===== src/rtl/booth_seq_divider.sv =====
// Sequential signed divider: 2W-bit dividend by W-bit divisor, restoring radix-2
// on magnitudes, one quotient bit per clock, start/busy/done handshake.
//
// state  | meaning
// IDLE   | waiting for start; outputs hold the last result
// ABS    | convert captured operands to magnitudes, record signs and dbz
// DIV    | 2W restoring steps, quotient bits shifted into mag_q
// FIX    | apply signs, saturate on overflow, register results, pulse done
module booth_seq_divider #(
  parameter int W = 8
) (
  input  logic           clock,
  input  logic           rst_n,
  input  logic           start,
  input  logic [2*W-1:0] dividend,
  input  logic [W-1:0]   divisor,
  output logic           busy,
  output logic           done,
  output logic [W-1:0]   quotient,
  output logic [W-1:0]   remainder,
  output logic           ovf,
  output logic           dbz
);

  localparam int CW = $clog2(2*W);
  localparam logic [2*W-1:0] QMAX   = {{(W+1){1'b0}}, {(W-1){1'b1}}};
  localparam logic [W-1:0]   SAT_PS = {1'b0, {(W-1){1'b1}}};
  localparam logic [W-1:0]   SAT_NG = {1'b1, {(W-1){1'b0}}};

  typedef enum logic [1:0] {S_IDLE, S_ABS, S_DIV, S_FIX} state_t;

  state_t         state_q, state_d;
  logic [CW-1:0]  cnt_q, cnt_d;
  logic [2*W-1:0] mag_q, mag_d;
  logic [W-1:0]   dvs_q, dvs_d;
  logic [W-1:0]   rem_q, rem_d;
  logic           sq_q, sq_d, sr_q, sr_d, zdiv_q, zdiv_d;
  logic           busy_q, busy_d, done_q, done_d, ovf_q, ovf_d, dbz_q, dbz_d;
  logic [W-1:0]   quot_q, quot_d, remo_q, remo_d;

  logic [W:0]     rem_sh;
  logic           ge;
  logic [2*W-1:0] qlim;

  always_comb begin
    state_d = state_q;
    cnt_d   = cnt_q;
    mag_d   = mag_q;
    dvs_d   = dvs_q;
    rem_d   = rem_q;
    sq_d    = sq_q;
    sr_d    = sr_q;
    zdiv_d  = zdiv_q;
    busy_d  = busy_q;
    done_d  = 1'b0;
    ovf_d   = ovf_q;
    dbz_d   = dbz_q;
    quot_d  = quot_q;
    remo_d  = remo_q;
    rem_sh  = {rem_q, mag_q[2*W-1]};
    ge      = (rem_sh >= {1'b0, dvs_q});
    qlim    = sq_q ? (QMAX + {{(2*W-1){1'b0}}, 1'b1}) : QMAX;

    case (state_q)
      S_IDLE: begin
        if (start) begin
          mag_d   = dividend;
          dvs_d   = divisor;
          busy_d  = 1'b1;
          state_d = S_ABS;
        end
      end
      S_ABS: begin
        sr_d    = mag_q[2*W-1];
        sq_d    = mag_q[2*W-1] ^ dvs_q[W-1];
        mag_d   = mag_q[2*W-1] ? -mag_q : mag_q;
        dvs_d   = dvs_q[W-1] ? -dvs_q : dvs_q;
        zdiv_d  = (dvs_q == '0);
        rem_d   = '0;
        cnt_d   = CW'(2*W-1);
        state_d = S_DIV;
      end
      S_DIV: begin
        rem_d = ge ? W'(rem_sh - {1'b0, dvs_q}) : rem_sh[W-1:0];
        mag_d = {mag_q[2*W-2:0], ge};
        if (cnt_q == '0) state_d = S_FIX;
        else             cnt_d   = cnt_q - CW'(1);
      end
      S_FIX: begin
        if (zdiv_q) begin
          quot_d = '0;
          remo_d = '0;
          ovf_d  = 1'b1;
          dbz_d  = 1'b1;
        end else begin
          dbz_d  = 1'b0;
          remo_d = sr_q ? -rem_q : rem_q;
          // The magnitude bound is one larger for negative results (-2^(W-1)).
          if (mag_q > qlim) begin
            ovf_d  = 1'b1;
            quot_d = sq_q ? SAT_NG : SAT_PS;
          end else begin
            ovf_d  = 1'b0;
            quot_d = sq_q ? -mag_q[W-1:0] : mag_q[W-1:0];
          end
        end
        done_d  = 1'b1;
        busy_d  = 1'b0;
        state_d = S_IDLE;
      end
      default: state_d = S_IDLE;
    endcase
  end

  always_ff @(posedge clock or negedge rst_n) begin
    if (!rst_n) begin
      state_q <= S_IDLE;
      cnt_q   <= '0;
      mag_q   <= '0;
      dvs_q   <= '0;
      rem_q   <= '0;
      sq_q    <= 1'b0;
      sr_q    <= 1'b0;
      zdiv_q  <= 1'b0;
      busy_q  <= 1'b0;
      done_q  <= 1'b0;
      ovf_q   <= 1'b0;
      dbz_q   <= 1'b0;
      quot_q  <= '0;
      remo_q  <= '0;
    end else begin
      state_q <= state_d;
      cnt_q   <= cnt_d;
      mag_q   <= mag_d;
      dvs_q   <= dvs_d;
      rem_q   <= rem_d;
      sq_q    <= sq_d;
      sr_q    <= sr_d;
      zdiv_q  <= zdiv_d;
      busy_q  <= busy_d;
      done_q  <= done_d;
      ovf_q   <= ovf_d;
      dbz_q   <= dbz_d;
      quot_q  <= quot_d;
      remo_q  <= remo_d;
    end
  end

  assign busy      = busy_q;
  assign done      = done_q;
  assign quotient  = quot_q;
  assign remainder = remo_q;
  assign ovf       = ovf_q;
  assign dbz       = dbz_q;

endmodule

===== config.mk =====
export PLATFORM = sky130hd
export DESIGN_NAME = booth_seq_divider
export DESIGN_NICKNAME = d
export VERILOG_FILES = /design/src/rtl/booth_seq_divider.sv
export SDC_FILE = /design/constraint.sdc
export NUM_CORES = 1
export LEC_CHECK = 0
export CAP_MARGIN = 0
export CORE_ASPECT_RATIO = 0.9
export CORE_UTILIZATION = 50
export DETAILED_ROUTE_END_ITERATION = 16
export GPL_TIMING_DRIVEN = 0
export PLACE_DENSITY = 0.73
export SLEW_MARGIN = 20
export SYNTH_ARGS = -nofsm -noshare
export SYNTH_HDL_FRONTEND = slang
export SYNTH_SLANG_ARGS = --single-unit
export TNS_END_PERCENT = 50

===== constraint.sdc =====
create_clock -name clock -period 3.5 [get_ports clock]
set_clock_uncertainty 0.1 [all_clocks]
set_input_delay 0.35 -clock clock [delete_from_list [all_inputs] [get_ports clock]]
set_output_delay 0.35 -clock clock [all_outputs]
set_load 0.02 [all_outputs]

==> impl_metrics.json, run 1 <==
{
  "setup.worst_path.start": "sq_q",
  "reg2regPathDepth": 10,
  "setup_viol": 0,
  "p_total_mw": 5.00,
  "die_h_um": 86.7,
  "synth-edff-count": 0,
  "worst_pin_slew_ps": 836,
  "grt_pass1_vias": 3465,
  "p_leak_nw": 2.08,
  "ios": 47,
  "wl_per_cell_um": 16.4,
  "dp_hpwl_um": 7470,
  "syn_area_mm2": 0.00399,
  "hold_viol": 0,
  "avgSynthCellArea_um2": 8.77,
  "r2r_start": "sq_q",
  "r2r_setup_slack_ps": 370,
  "switching_share_pct": 47.4,
  "design_area_mm2": 0.00483,
  "postCtsSetupBuffers": 0,
  "dieArea_mm2": 0.00834,
  "dr.pass1.iters": 7,
  "max_freq_mhz": 319,
  "drv_slew": 0,
  "seq_power_share_pct": 25.5,
  "postRouteAntennaNets": 0,
  "post_dp_cell_area_mm2": 0.00459,
  "viasPerCell": 6.00,
  "fin_tns_setup_ps": 0,
  "grt_max_degree": 52,
  "endpoint_kind": "flop",
  "port_buffers": 46,
  "start_util_pct": 52.3,
  "std_cell_rows": 30,
  "gp_congestion": 0.908,
  "rsz0062_at_grt": "no",
  "ys_seq_elements": 61,
  "die_width_um": 96.2,
  "fin_util_pct": 63.3,
  "p_switching_mw": 2.37,
  "worstSetupPathType": "reg -> reg",
  "cts_buffer_depth": 2,
  "wl_um": 10100,
  "ys_async_sr_fraction_pct": 100,
  "cts.sink_count": 61,
  "status": "finished, final reports clean",
  "clkTransAtPathRegs_ps": 70,
  "ys_types": 57,
  "yosysSeqAreaShare_pct": 38.3,
  "syn_nets": 507,
  "synth_warnings": 0,
  "period_share_pct": 89.5,
  "cts_made_buffers": 9,
  "crit_fanout": 10,
  "antenna_found_initial": 0,
  "clk_latency_ps": 350,
  "core_mm2": 0.00762,
  "pre_cts_slack_ps": 418,
  "drtIter0Drc": 337,
  "layoutNonFillerInstCount": 615,
  "cts_tree": "done",
  "ir_worst_vdd_mv": 0.521,
  "root_buffer": "clkbuf_8",
  "cts-htree-levels": 3,
  "ys.flop_type": "dfrtp_1",
  "grt_pass1_wl_um": 17000,
  "vias": 3689,
  "fin_nets": 566,
  "max_slew_margin_pct": 43.9,
  "netlist_instances": 455,
  "arrival_ps": 3250,
  "dp_cells": 598,
  "power.share.combinational_pct": 60.2,
  "final_layout_size_suffix_gt1_share_pct": 5.59,
  "drv_cap": 0,
  "r2r-end": "quotient[2]",
  "whs_ps": 283,
  "diodes": 0,
  "area_growth_pct": 21.0,
  "drc": 0,
  "grt_usage_pct": 26.9,
  "hp-class": "in -> async",
  "critPathLaunchType": "flop",
  "internal-power_mw": 2.63,
  "fin_ws_ps": 369,
  "clock_power_share_pct": 14.2,
  "grt-ovfl-total": 0,
  "required_ps": 3610,
  "powerDensity_mw_per_mm2": 1040,
  "finalCriticalPeriod_ps": 3130
}
power by group through the flow:
| stage | logic, mW | clock network, mW | registers [mW] |
|---|---|---|---|
| after floorplan | 2.07 | 0 | 1.33 |
| after global placement | 2.88 | 0 | 1.27 |
| after detailed placement | 2.97 | 0 | 1.28 |
| after CTS | 2.98 | 0.724 | 1.27 |
| after global routing | 3.36 | 0.759 | 1.32 |
| final | 3.01 | 0.712 | 1.28 |
registers in the layout, indices dropped and copies added (netlist names):
register   count
mag_q         16
dvs_q          8
quotient       8
rem_q          8
remainder      8
cnt_q          4
state_q        2
busy           1
dbz            1
done           1
ovf            1
sq_q           1
sr_q           1
zdiv_q         1
worst max-delay path, stage by stage, from the launching register on:
cell	delay, ps
dfrtp_1	500
clkbuf_1	340
clkinv_1	350
ha_1	400
a21oi_1	140
o21ai_0	90
o21a_1	120
or3_1	420
buf_2	200
o21ai_0	160
o311ai_0	160
per-layer routing:
| metal | routed length [µm] | global-route usage [%] | up-vias |
|---|---|---|---|
| met2 | 4440 | 40.5 | 152 |
| met4 | 212 | 8.28 | 0 |
| li1 | - | - | 1798 |
| met3 | 638 | 6.32 | 21 |
| met1 | 4790 | 38.2 | 1718 |
| met5 | 0 | 0 | - |
placed cells by master (no fill, tap or decap), types with 7 or more instances in the layout:
master	count
o21ai_0	38
nand2_1	27
nor3_1	22
inv_1	37
nor2b_1	9
mux2i_1	11
o311ai_0	7
o22ai_1	15
clkbuf_1	22
clkbuf_8	9
a21oi_1	27
clkdlybuf4s50_1	45
nor2_1	29
dfrtp_1	61
nand2b_1	8
and3_1	10
ha_1	24
a222oi_1	7
xnor2_1	8
worst max-delay path by stage:
stage	end	cells after the start
finish	quotient[2]	10
global route	quotient[2]	9
CTS	quotient[2]	9
detailed placement	quotient[2]	10
global placement	remainder[3]	1
floorplan	quotient[7]	10
kinds of logic (layout without fill, tap and decap cells):
family / Yosys count / count (layout) / share of synthesized area [%]
AND/OR/NAND/NOR: 137 / 137 / 17.8
flip-flops: 61 / 61 / 38.3
multiplexers: 14 / 14 / 3.61
AO/OA/AOI/OAI: 140 / 140 / 22.9
XOR/XNOR: 14 / 14 / 3.07
adder cells (fa/ha/maj): 25 / 25 / 8.03
buffers and inverters: 64 / 128 / 6.30
cells in the mapped netlist, types with 5 or more instances:
library cell	count	area (µm²)
or3_1	5	31.3
nand4_1	6	37.5
nand3_1	6	30.0
nor3_1	22	110
nor2b_1	9	56.3
inv_1	37	139
o2bb2ai_1	6	52.6
nand2_1	27	101
nand2b_1	8	50.1
nor4_1	5	31.3
a21oi_1	27	135
ha_1	24	300
xnor2_1	8	70.1
clkbuf_1	22	82.6
mux2i_1	11	110
xor2_1	6	52.6
o311ai_0	7	61.3
o21ai_0	38	190
a22oi_1	6	45.0
a222oi_1	7	70.1
and3_1	10	62.6
o22ai_1	15	93.8
dfrtp_1	61	1530
nor2_1	29	109
cell type report:
class | count | area [µm²]
clock inverter | 7 | 97.6
inverter | 38 | 143
fill | 663 | 2790
buffer | 26 | 109
multi-input combinational | 330 | 2210
timing repair buffer | 48 | 495
sequential | 61 | 1530
clock buffer | 9 | 124
tap | 96 | 120
timing repair:
action | in CTS | in global routing
endpoints found under the hold margin | 10 | 0
resized for setup | 0 | 0
hold buffers | 1 | 0
Power figures use the tool's default switching activity.
==> run 2, diff against run 1 <==
CORE_MARGIN = 3   (was default)
SLEW_MARGIN = 10   (was 20)
==> impl_metrics.json, run 2 (synthesized netlist as in run 1, its figures left out) <==
{
  "status": "finished with violations",
  "violations": "negative hold slack",
  "antenna_found_initial": 0,
  "wl_met3_um": 588,
  "hp-class": "in -> async",
  "post_dp_cell_area_mm2": 0.00457,
  "critPathLaunchType": "flop",
  "final_layout_size_suffix_gt1_share_pct": 5.04,
  "drv_slew": 0,
  "required_ps": 3600,
  "top_register": "mag_q",
  "multiInputGateArea_mm2": 0.00221,
  "top_layer": "met4",
  "setup_viol": 0,
  "clkTransAtPathRegs_ps": 70,
  "dieArea_mm2": 0.00909,
  "max_freq_mhz": 321,
  "arrival_ps": 3220,
  "cts_buffer_depth": 2,
  "clk_latency_ps": 350,
  "cts_tree": "done",
  "endpoint_kind": "flop",
  "layout_common_cells": "dfrtp_1 (61), clkdlybuf4s50_1 (45), o21ai_0 (38), inv_1 (37), nor2_1 (29)",
  "core_mm2": 0.00766,
  "gp_congestion": 0.898,
  "fin_util_pct": 62.0,
  "cts-htree-levels": 3,
  "postCtsSetupBuffers": 0,
  "fin_nets": 564,
  "cts_hold_buffers": 0,
  "post_cts_resized": 0,
  "worst_pin_slew_ps": 866,
  "fin_tns_setup_ps": 0,
  "die_width_um": 100,
  "drt-met1-wl_um": 4990,
  "diodes": 0,
  "wl_um": 10600,
  "dp_hpwl_um": 7700,
  "worstSetupPathType": "reg -> reg",
  "fin_ws_ps": 381,
  "fill_cells": 691,
  "largest_reg_flops": 16,
  "wl_per_cell_um": 17.4,
  "grt-ovfl-total": 0,
  "cts_made_buffers": 9,
  "setup.worst_path.start": "sq_q",
  "powerDensity_mw_per_mm2": 1040,
  "start_util_pct": 52.1,
  "drc": 0,
  "max_slew_margin_pct": 41.8,
  "layoutNonFillerInstCount": 612,
  "root_buffer": "clkbuf_8",
  "cts.sink_count": 61,
  "std_cell_rows": 30,
  "rsz0062_at_grt": "no",
  "vias": 3765,
  "ios": 47,
  "hold_viol": 25,
  "viasPerCell": 6.15,
  "pre_cts_slack_ps": 457,
  "drv_cap": 0,
  "crit_fanout": 10,
  "period_share_pct": 89.1,
  "dp_cells": 597,
  "grt_max_degree": 62,
  "postRouteAntennaNets": 0,
  "p_leak_nw": 2.05,
  "grt_pass1_wl_um": 17800,
  "die_h_um": 90.7,
  "drtIter0Drc": 232,
  "whs_ps": -39.0,
  "ir_worst_vdd_mv": 0.604,
  "p_total_mw": 4.92,
  "wl_met2_um": 4860,
  "design_area_mm2": 0.00475,
  "regArea_mm2": 0.00153,
  "dr.pass1.iters": 5,
  "area_growth_pct": 19.0,
  "finalCriticalPeriod_ps": 3120,
  "layout_commonest_cell": "dfrtp_1",
  "grt_usage_pct": 24.1,
  "port_buffers": 46,
  "r2r_start": "sq_q",
  "grt_pass1_vias": 3639
}
-- run 2: cell count changes in the layout (fill, tap and decap cells not counted), sizes merged --
cell	delta
clkinvlp	-1
bufinv	-1
buf	-1
dlygate4sd3	-1
clkinv	+2
inv	-2
clkbuf	+1
-- run 2: worst max-delay path, cell delays in order, from the launching register on --
cell and delay (ps):
dfrtp_1 490, clkbuf_1 330, clkinv_1 340, ha_1 430, nand4_1 130, o21a_1 220, or3_1 420, buf_2 200
nand4_1 130, o311ai_0 170
-- run 2: final timing paths --
kind | slack (ps) | cells past startpoint | endpoint
worst max register to register | 380 | 9 | quotient[5]
min in group clock | 410 | 1 | remainder[0]
worst min register to register | 410 | 1 | remainder[0]
worst min-delay path | -40 | 1 | remainder[6]
worst max-delay path | 380 | 9 | quotient[5]
max in group asynchronous | 2790 | 1 | state_q[0]
-- run 2: cell type report --
cell class	count	share of cell area, %
Multi-Input combinational cell	330	46.6
Clock buffer	10	2.69
Clock inverter	5	1.11
Tap cell	96	2.53
Inverter	38	3.00
Timing Repair Buffer	46	9.65
Sequential cell	61	32.2
Buffer	26	2.29
-- run 2: where the power goes --
part           switching (mW)  total [mW]  internal (mW)  leakage (nW)
registers               0.275        1.28           1.00         0.771
logic                    1.81        3.04           1.22          1.18
clock network           0.286       0.607          0.321        0.0919
-- run 2: metal layers --
metal	up-vias	global-route usage, %
li1	1788	-
met1	1823	34.4
met2	135	37.1
met3	19	4.25
met4	0	7.63
met5	-	0
